===== config.mk =====
export PLATFORM = sky130hd
export DESIGN_NAME = pio_cmd_scheduler
export DESIGN_NICKNAME = d
export VERILOG_FILES = /design/src/rtl/pio_sched_pkg.sv /design/src/rtl/pio_cmd_fifo.sv /design/src/rtl/pio_cmd_scheduler.sv
export SDC_FILE = /design/constraint.sdc
export NUM_CORES = 1
export LEC_CHECK = 0
export CELL_PAD_IN_SITES_DETAIL_PLACEMENT = 2
export CELL_PAD_IN_SITES_GLOBAL_PLACEMENT = 2
export CORE_ASPECT_RATIO = 0.75
export CORE_MARGIN = 2
export CORE_UTILIZATION = 40
export CTS_CLUSTER_SIZE = 10
export DETAILED_ROUTE_END_ITERATION = 7
export PLACE_DENSITY_LB_ADDON = 0.2
export SETUP_SLACK_MARGIN = 0.2
export SYNTH_ARGS = -nofsm -noshare
export SYNTH_HDL_FRONTEND = slang
export SYNTH_SLANG_ARGS = --single-unit

===== constraint.sdc =====
create_clock -name clk -period 5.2 [get_ports clk]
set_input_delay 0.78 -clock clk [delete_from_list [all_inputs] [get_ports clk]]
set_output_delay 0.78 -clock clk [all_outputs]
set_load 0.02 [all_outputs]

===== src/rtl/pio_sched_pkg.sv =====
// rtl/pio_sched_pkg.sv - shared types and constants for the PIO command scheduler
package pio_sched_pkg;

  typedef enum logic [1:0] {
    ST_IDLE  = 2'd0,
    ST_ISSUE = 2'd1,
    ST_WAIT  = 2'd2
  } sched_state_t;

  localparam logic [1:0] ADDR_CMD    = 2'd0;
  localparam logic [1:0] ADDR_STATUS = 2'd1;
  localparam logic [1:0] ADDR_GAP    = 2'd2;
  localparam logic [1:0] ADDR_CTRL   = 2'd3;

  localparam int STAT_COUNT_LSB = 0;
  localparam int STAT_FULL_BIT  = 5;
  localparam int STAT_EMPTY_BIT = 6;
  localparam int STAT_OVF_BIT   = 7;
  localparam int STAT_RPL_BIT   = 8;
  localparam int STAT_STATE_LSB = 9;

endpackage


===== src/rtl/pio_cmd_fifo.sv =====
// rtl/pio_cmd_fifo.sv - command FIFO with flush; a push into a full FIFO is taken only alongside a pop
module pio_cmd_fifo #(
  parameter int DEPTH = 4,
  parameter int W     = 32
) (
  input  logic         clk,
  input  logic         reset,
  input  logic         push,
  input  logic [W-1:0] push_data,
  input  logic         pop,
  input  logic         flush,
  output logic [W-1:0] head,
  output logic [4:0]   count,
  output logic         full,
  output logic         empty,
  output logic         drop
);

  localparam int PW = $clog2(DEPTH);
  localparam logic [4:0] DEPTH_C = 5'(DEPTH);

  logic [W-1:0]  mem [DEPTH];
  logic [PW-1:0] wr_ptr, rd_ptr;
  logic          do_push, do_pop;

  assign full  = (count == DEPTH_C);
  assign empty = (count == 5'd0);
  assign head  = mem[rd_ptr];

  // Flush overrides everything in its cycle, including a coincident push.
  assign do_pop  = pop && !empty && !flush;
  assign do_push = push && !flush && (!full || do_pop);
  assign drop    = push && !flush && full && !do_pop;

  always_ff @(posedge clk or posedge reset) begin
    if (reset) begin
      wr_ptr <= '0;
      rd_ptr <= '0;
      count  <= 5'd0;
    end else if (flush) begin
      wr_ptr <= '0;
      rd_ptr <= '0;
      count  <= 5'd0;
    end else begin
      if (do_push) wr_ptr <= wr_ptr + 1'b1;
      if (do_pop)  rd_ptr <= rd_ptr + 1'b1;
      count <= count + {4'd0, do_push} - {4'd0, do_pop};
    end
  end

  always_ff @(posedge clk) begin
    if (do_push) mem[wr_ptr] <= push_data;
  end

endmodule


===== src/rtl/pio_cmd_scheduler.sv =====
// rtl/pio_cmd_scheduler.sv - Avalon-MM command queue issuing paced write pulses, with key-triggered replay
module pio_cmd_scheduler
  import pio_sched_pkg::*;
#(
  parameter int          DEPTH     = 4,
  parameter logic [15:0] GAP_RESET = 16'd1000
) (
  input  logic        clk,
  input  logic        reset,
  input  logic [1:0]  address,
  input  logic        read,
  output logic [31:0] readdata,
  input  logic        write,
  input  logic [31:0] writedata,
  input  logic [1:0]  key,
  output logic        core_write,
  output logic [31:0] core_writedata
);

  sched_state_t state_q, state_d;
  logic [15:0]  gap_q, cnt_q, cnt_d;
  logic         enable_q, flush_q, overflow_q, replay_q, issued_q;
  logic [31:0]  last_q;
  logic [1:0]   key_sync;
  logic         key_d;

  logic [31:0]  head;
  logic [4:0]   count;
  logic         full, empty, drop;
  logic         push, pop, go, issuing, key_fall;
  logic [31:0]  issue_word;
  logic [31:0]  status;
  logic         unused_key;

  assign unused_key = key[1];

  assign push     = write && (address == ADDR_CMD);
  assign issuing  = (state_q == ST_ISSUE);
  assign pop      = issuing && !empty;
  assign go       = enable_q && !flush_q && (!empty || replay_q);
  assign key_fall = key_d && !key_sync[1];

  // Queued commands take priority; an empty FIFO in ISSUE means a replay.
  assign issue_word     = empty ? last_q : head;
  assign core_write     = issuing;
  assign core_writedata = issuing ? issue_word : last_q;

  pio_cmd_fifo #(
    .DEPTH (DEPTH),
    .W     (32)
  ) u_fifo (
    .clk       (clk),
    .reset     (reset),
    .push      (push),
    .push_data (writedata),
    .pop       (pop),
    .flush     (flush_q),
    .head      (head),
    .count     (count),
    .full      (full),
    .empty     (empty),
    .drop      (drop)
  );

  always_comb begin
    status = 32'd0;
    status[STAT_COUNT_LSB +: 5] = count;
    status[STAT_FULL_BIT]       = full;
    status[STAT_EMPTY_BIT]      = empty;
    status[STAT_OVF_BIT]        = overflow_q;
    status[STAT_RPL_BIT]        = replay_q;
    status[STAT_STATE_LSB +: 2] = state_q;
  end

  always_comb begin
    state_d = state_q;
    cnt_d   = cnt_q;
    case (state_q)
      ST_IDLE: begin
        if (go) state_d = ST_ISSUE;
      end
      ST_ISSUE: begin
        state_d = ST_WAIT;
        cnt_d   = (gap_q == 16'd0) ? 16'd1 : gap_q;
      end
      ST_WAIT: begin
        cnt_d = cnt_q - 16'd1;
        if (cnt_q == 16'd1) state_d = go ? ST_ISSUE : ST_IDLE;
      end
      default: state_d = ST_IDLE;
    endcase
  end

  always_ff @(posedge clk or posedge reset) begin
    if (reset) begin
      state_q    <= ST_IDLE;
      cnt_q      <= 16'd0;
      gap_q      <= GAP_RESET;
      enable_q   <= 1'b0;
      flush_q    <= 1'b0;
      overflow_q <= 1'b0;
      replay_q   <= 1'b0;
      issued_q   <= 1'b0;
      last_q     <= 32'd0;
      key_sync   <= 2'b11;
      key_d      <= 1'b1;
      readdata   <= 32'd0;
    end else begin
      state_q  <= state_d;
      cnt_q    <= cnt_d;
      key_sync <= {key_sync[0], key[0]};
      key_d    <= key_sync[1];
      // Flush is a one-cycle pulse acting in the cycle after the ctrl write.
      flush_q  <= write && (address == ADDR_CTRL) && writedata[1];

      if (write && address == ADDR_GAP)  gap_q    <= writedata[15:0];
      if (write && address == ADDR_CTRL) enable_q <= writedata[0];

      if (drop)
        overflow_q <= 1'b1;
      else if (write && address == ADDR_STATUS && writedata[0])
        overflow_q <= 1'b0;

      if (issuing) begin
        last_q   <= issue_word;
        issued_q <= 1'b1;
      end

      // A key press before anything was issued has nothing to replay.
      if (flush_q)
        replay_q <= 1'b0;
      else if (key_fall && issued_q)
        replay_q <= 1'b1;
      else if (issuing && empty)
        replay_q <= 1'b0;

      if (read) begin
        case (address)
          ADDR_CMD:    readdata <= last_q;
          ADDR_STATUS: readdata <= status;
          ADDR_GAP:    readdata <= {16'd0, gap_q};
          default:     readdata <= {30'd0, flush_q, enable_q};
        endcase
      end
    end
  end

endmodule


==> run_results.csv <==
group,metric,value,unit
yosys,yosysTopAreaCell,"sky130_fd_sc_hd__edfxtp_1",
final_layout,finish.instance_area,12300,um^2
clocking,h_tree_levels,1,
grt,antenna_found_initial,0,
route,ant_nets,0,
pwr,power.density_cell_area,573,nW/um^2
worst_setup_path,timing.critical_path.max_delay_family,"simple AND/OR/NAND/NOR gates",
worst_setup_path,reg2reg_slack,1.38,ns
timing,period_minus_slack,4.39,ns
yosys,synth_flop_cell,"sky130_fd_sc_hd__edfxtp_1",
clocking,tritoncts_clock_tree,"done",
die,core.rowCount,50,
grt,grt_max_degree,45,
pwr,swShare,34.2,%
clocking,worst_skew_pair.late_latency,0.54,ns
final_layout,syn2layout_area_growth,21.9,%
pwr,cell_internal_pwr,0.00463,W
grt,gr-total-overflow,0,
grt,first_pass_grt_wire_length,42600,um
clocking,cts_hold_buf,0,
worst_setup_path,kind_of_start_point_of_the_critical_path,"register",
worst_setup_path,cpMaxStageDelayCell,"sky130_fd_sc_hd__nand2_2",
route,routed_wire_length_per_instance,23.7,um
worst_setup_path,timing.critical_path.depth,6,
final_layout,final-instance-count-excl-fill,1132,
outcome,status,"finished clean",
clocking,cts_sinks,243,
pwr,switchingPower,0.00241,W
pwr,p_seq_share,39.8,%
place,dp.cells,1080,
final_layout,finalNetCount,830,
clocking,clk_pin_slew_worst_paths,0.06,ns
die,die_w,187,um
pwr,static-leakage-power,4.54,nW
pwr,vdd_ir_drop_max,0.000295,V
worst_setup_path,critPathBufInv,2,
worst_setup_path,critical_path_peak_fanout,34,
final_layout,antenna_cells_inserted,0,
route,vias,6028,
route,drt_iter0_markers,359,
clocking,buffer_cell_driving_the_clock_tree_root,"sky130_fd_sc_hd__clkbuf_16",
route,detail_route.first_pass.iterations,5,
yosys,synth_nets,719,
timing,finalSetupViolCount,0,
yosys,synth-async-reset-ratio,47.3,%
final_layout,layout-drive-gt1-share,19.0,%
worst_setup_path,worstReg2RegEnd,"u_fifo.count[4]$_DFF_PP0_",
timing,final_report_max_slew_violation_count,0,
route,routed_vias_inst,5.33,
yosys,synth_enable_flop_cells,128,
die,initial_utilization,40.6,%
clocking,clock_path_buffers,3,
timing,highest_clock_rate,228,MHz
die,design.portCount,105,
yosys,yosys_warnings,0,
yosys,post-synth-top-area-fraction,38.1,%
grt,grt_pass1_vias,7022,
worst_setup_path,worst-setup-path-type,"reg2out",
timing,fin_tns_setup,0,ns
worst_setup_path,regToRegStartpoint,"u_fifo.count[3]$_DFF_PP0_",
die,core_area,24800,um^2
worst_setup_path,timing.critical_path.slowest_cell_delay,0.78,ns
timing,fin_worst_skew,0.00789,ns
worst_setup_path,worstSetupEndpoint,"core_writedata[13]",
timing,timing.final.crit_share,84.4,%
yosys,synth.ff_latch_count,243,
worst_setup_path,rr_worst_depth,14,
place,port-buffer-count,103,
clocking,inserted_clock_buffers,28,
yosys,syn_avg_cell_area,15.2,um^2
die,floorplan.die.height,141,um
worst_setup_path,sequence_of_cells_on_the_critical_path,"inv_1 -> ha_1 -> or4b_4 -> nand2_2 -> mux2_2 -> clkdlybuf4s50_1",
timing,slew_headroom,26.7,%
die,dieArea,26500,um^2
yosys,synth.distinct_cells,50,
timing,hold_violations,0,
worst_setup_path,crit_start,"u_fifo.count[3]$_DFF_PP0_",
clocking,postCtsResizedCells,0,
clocking,cts_post_setup_buffers_inserted,0,
worst_setup_path,timing.critical_path.to_type,"output port",
place,detailed_place.area,11500,um^2
place,finalWeightedCongestion,0.783,
pwr,pwr-share-clk,25.6,%
timing,rsz0062_at_grt,"false",
route,route.final.wire_length,26900,um
yosys,syn_inst,661,
yosys,yosys-top-cells-area,"sky130_fd_sc_hd__edfxtp_1 (38%), sky130_fd_sc_hd__dfrtp_1 (26%), sky130_fd_sc_hd__mux4_2 (7.6%)",
flow_run,maxCapViolCount,0,
pwr,power_share_of_the_combinational_group,34.6,%
grt,globalRouteTotalUtil,21.1,%
pwr,total_design_power,0.00704,W
worst_setup_path,cp_data_required_time,4.42,ns
timing,worst-slew-pin-transition,1.10,ns
yosys,share_of_synthesized_area_occupied_by_flip_flops_and_latches,66.8,%
yosys,netlist_area,10100,um^2
place,place.detailed.hpwl,17600,um
min_path,timing.hold.worst.class,"reg2reg",
worst_setup_path,cp_data_arrival_time,3.61,ns
route,drc,0,
## placed cells by master, fill, tap and decap left out, types with 3 or more instances in the layout
| cell type | count |
|---|---|
| sky130_fd_sc_hd__buf_4 | 9 |
| sky130_fd_sc_hd__nor3_1 | 5 |
| sky130_fd_sc_hd__clkbuf_1 | 22 |
| sky130_fd_sc_hd__ha_1 | 17 |
| sky130_fd_sc_hd__nor2b_1 | 9 |
| sky130_fd_sc_hd__mux2_2 | 50 |
| sky130_fd_sc_hd__dfstp_2 | 9 |
| sky130_fd_sc_hd__nor4_1 | 6 |
| sky130_fd_sc_hd__edfxtp_1 | 128 |
| sky130_fd_sc_hd__nand3_1 | 9 |
| sky130_fd_sc_hd__and2_2 | 4 |
| sky130_fd_sc_hd__nand2_1 | 37 |
| sky130_fd_sc_hd__inv_1 | 37 |
| sky130_fd_sc_hd__clkbuf_16 | 29 |
| sky130_fd_sc_hd__a21oi_1 | 33 |
| sky130_fd_sc_hd__o22ai_1 | 18 |
| sky130_fd_sc_hd__xor2_1 | 3 |
| sky130_fd_sc_hd__nor2_1 | 31 |
| sky130_fd_sc_hd__clkdlybuf4s50_1 | 102 |
| sky130_fd_sc_hd__dfrtp_1 | 105 |
| sky130_fd_sc_hd__nand4_1 | 4 |
| sky130_fd_sc_hd__mux2i_1 | 23 |
| sky130_fd_sc_hd__nand2b_1 | 7 |
| sky130_fd_sc_hd__o21ai_0 | 25 |
| sky130_fd_sc_hd__mux4_2 | 34 |
## registers in the layout, indices dropped and copies added (netlist names)
name and cells:
state_q 2, key_sync 2, u_fifo.wr_ptr 2, cnt_q 16, u_fifo.rd_ptr 2, gap_q 16
u_fifo.mem 128, u_fifo.count 5, overflow_q 1, readdata 32, enable_q 1, replay_q 1
issued_q 1, flush_q 1, key_d 1, last_q 32
## cell usage after synthesis (9+ instances only)
library cell,instances
sky130_fd_sc_hd__dfstp_2,9
sky130_fd_sc_hd__mux2_2,50
sky130_fd_sc_hd__o22ai_1,18
sky130_fd_sc_hd__edfxtp_1,128
sky130_fd_sc_hd__ha_1,17
sky130_fd_sc_hd__inv_1,38
sky130_fd_sc_hd__a21oi_1,33
sky130_fd_sc_hd__dfrtp_1,106
sky130_fd_sc_hd__nand2_1,37
sky130_fd_sc_hd__clkbuf_1,18
sky130_fd_sc_hd__o21ai_0,25
sky130_fd_sc_hd__nor2_1,31
sky130_fd_sc_hd__mux2i_1,23
sky130_fd_sc_hd__nand3_1,9
sky130_fd_sc_hd__mux4_2,34
sky130_fd_sc_hd__nor2b_1,9
## stage by stage
step | utilization, % | worst slack (ns) | hold WS (ns)
floorplan | - | 1.39 | 0.345
global placement | 46.2 | 1.43 | 0.348
detailed placement | 46.2 | 1.38 | 0.349
CTS | 49.5 | 0.762 | 0.358
global route | 49.5 | 0.663 | 0.360
finish | 49.5 | 0.811 | 0.355
## power groups by stage
stage | Sequential, W | Clock (W) | Combinational (W)
after global routing | 0.00287 | 0.00192 | 0.00266
after floorplan | 0.00271 | 0 | 0.00157
final | 0.00280 | 0.00180 | 0.00244
after CTS | 0.00281 | 0.00185 | 0.00248
after global placement | 0.00280 | 0 | 0.00233
after detailed placement | 0.00284 | 0 | 0.00245
## final cells by class
type	instances	area [um^2]
fillers	2320	12600
repair buffers	112	1090
inverters	38	145
multi-input cells	349	3070
flip-flops and latches	243	6730
clock buffers	52	822
well taps	338	423
## how the worst min path moves through the flow
| stage | startpoint | end | slack, ns | cells after the start |
|---|---|---|---|---|
| 3_5_place_dp | key_sync[0]$_DFF_PP1_ | key_sync[1]$_DFF_PP1_ | 0.35 | 0 |
| 5_1_grt | key_sync[0]$_DFF_PP1_ | key_sync[1]$_DFF_PP1_ | 0.36 | 0 |
| 2_1_floorplan | key_sync[0]$_DFF_PP1_ | key_sync[1]$_DFF_PP1_ | 0.35 | 0 |
| 6_report | key_sync[0]$_DFF_PP1_ | key_sync[1]$_DFF_PP1_ | 0.36 | 0 |
| 3_3_place_gp | key_sync[0]$_DFF_PP1_ | key_sync[1]$_DFF_PP1_ | 0.35 | 0 |
| 4_1_cts | key_sync[0]$_DFF_PP1_ | key_sync[1]$_DFF_PP1_ | 0.36 | 0 |
## worst reg2reg max path, stage by stage (launching register included)
cell and delay (ns):
sky130_fd_sc_hd__dfrtp_1 0.43, sky130_fd_sc_hd__inv_1 0.11, sky130_fd_sc_hd__ha_1 0.19, sky130_fd_sc_hd__or4b_4 0.50
sky130_fd_sc_hd__nand2_2 0.79, sky130_fd_sc_hd__nor2_1 0.13, sky130_fd_sc_hd__ha_1 0.31, sky130_fd_sc_hd__inv_1 0.06
sky130_fd_sc_hd__ha_1 0.18, sky130_fd_sc_hd__inv_1 0.06, sky130_fd_sc_hd__fa_1 0.38, sky130_fd_sc_hd__nor2b_1 0.17
sky130_fd_sc_hd__o21bai_1 0.12, sky130_fd_sc_hd__a21oi_1 0.18, sky130_fd_sc_hd__nor3b_1 0.06
## kinds of logic after synthesis
logic type,synth area share (%)
flip-flops,66.8
AND/OR/NAND/NOR,7.18
multiplexers,15.5
AO/OA/AOI/OAI,5.09
buffers and inverters,2.78
adder cells (fa/ha/maj),2.31
XOR/XNOR,0.348
## layer usage
| layer | track usage [%] | share of wire [%] | up-vias |
|---|---|---|---|
| li1 | - | - | 2683 |
| met1 | 28.0 | 43 | 3189 |
| met2 | 37.2 | 51 | 117 |
| met3 | 3.29 | 4.2 | 39 |
| met4 | 3.88 | 1.5 | 0 |
| met5 | 0 | 0 | - |
Note: power is estimated with default switching activity, not from simulation.
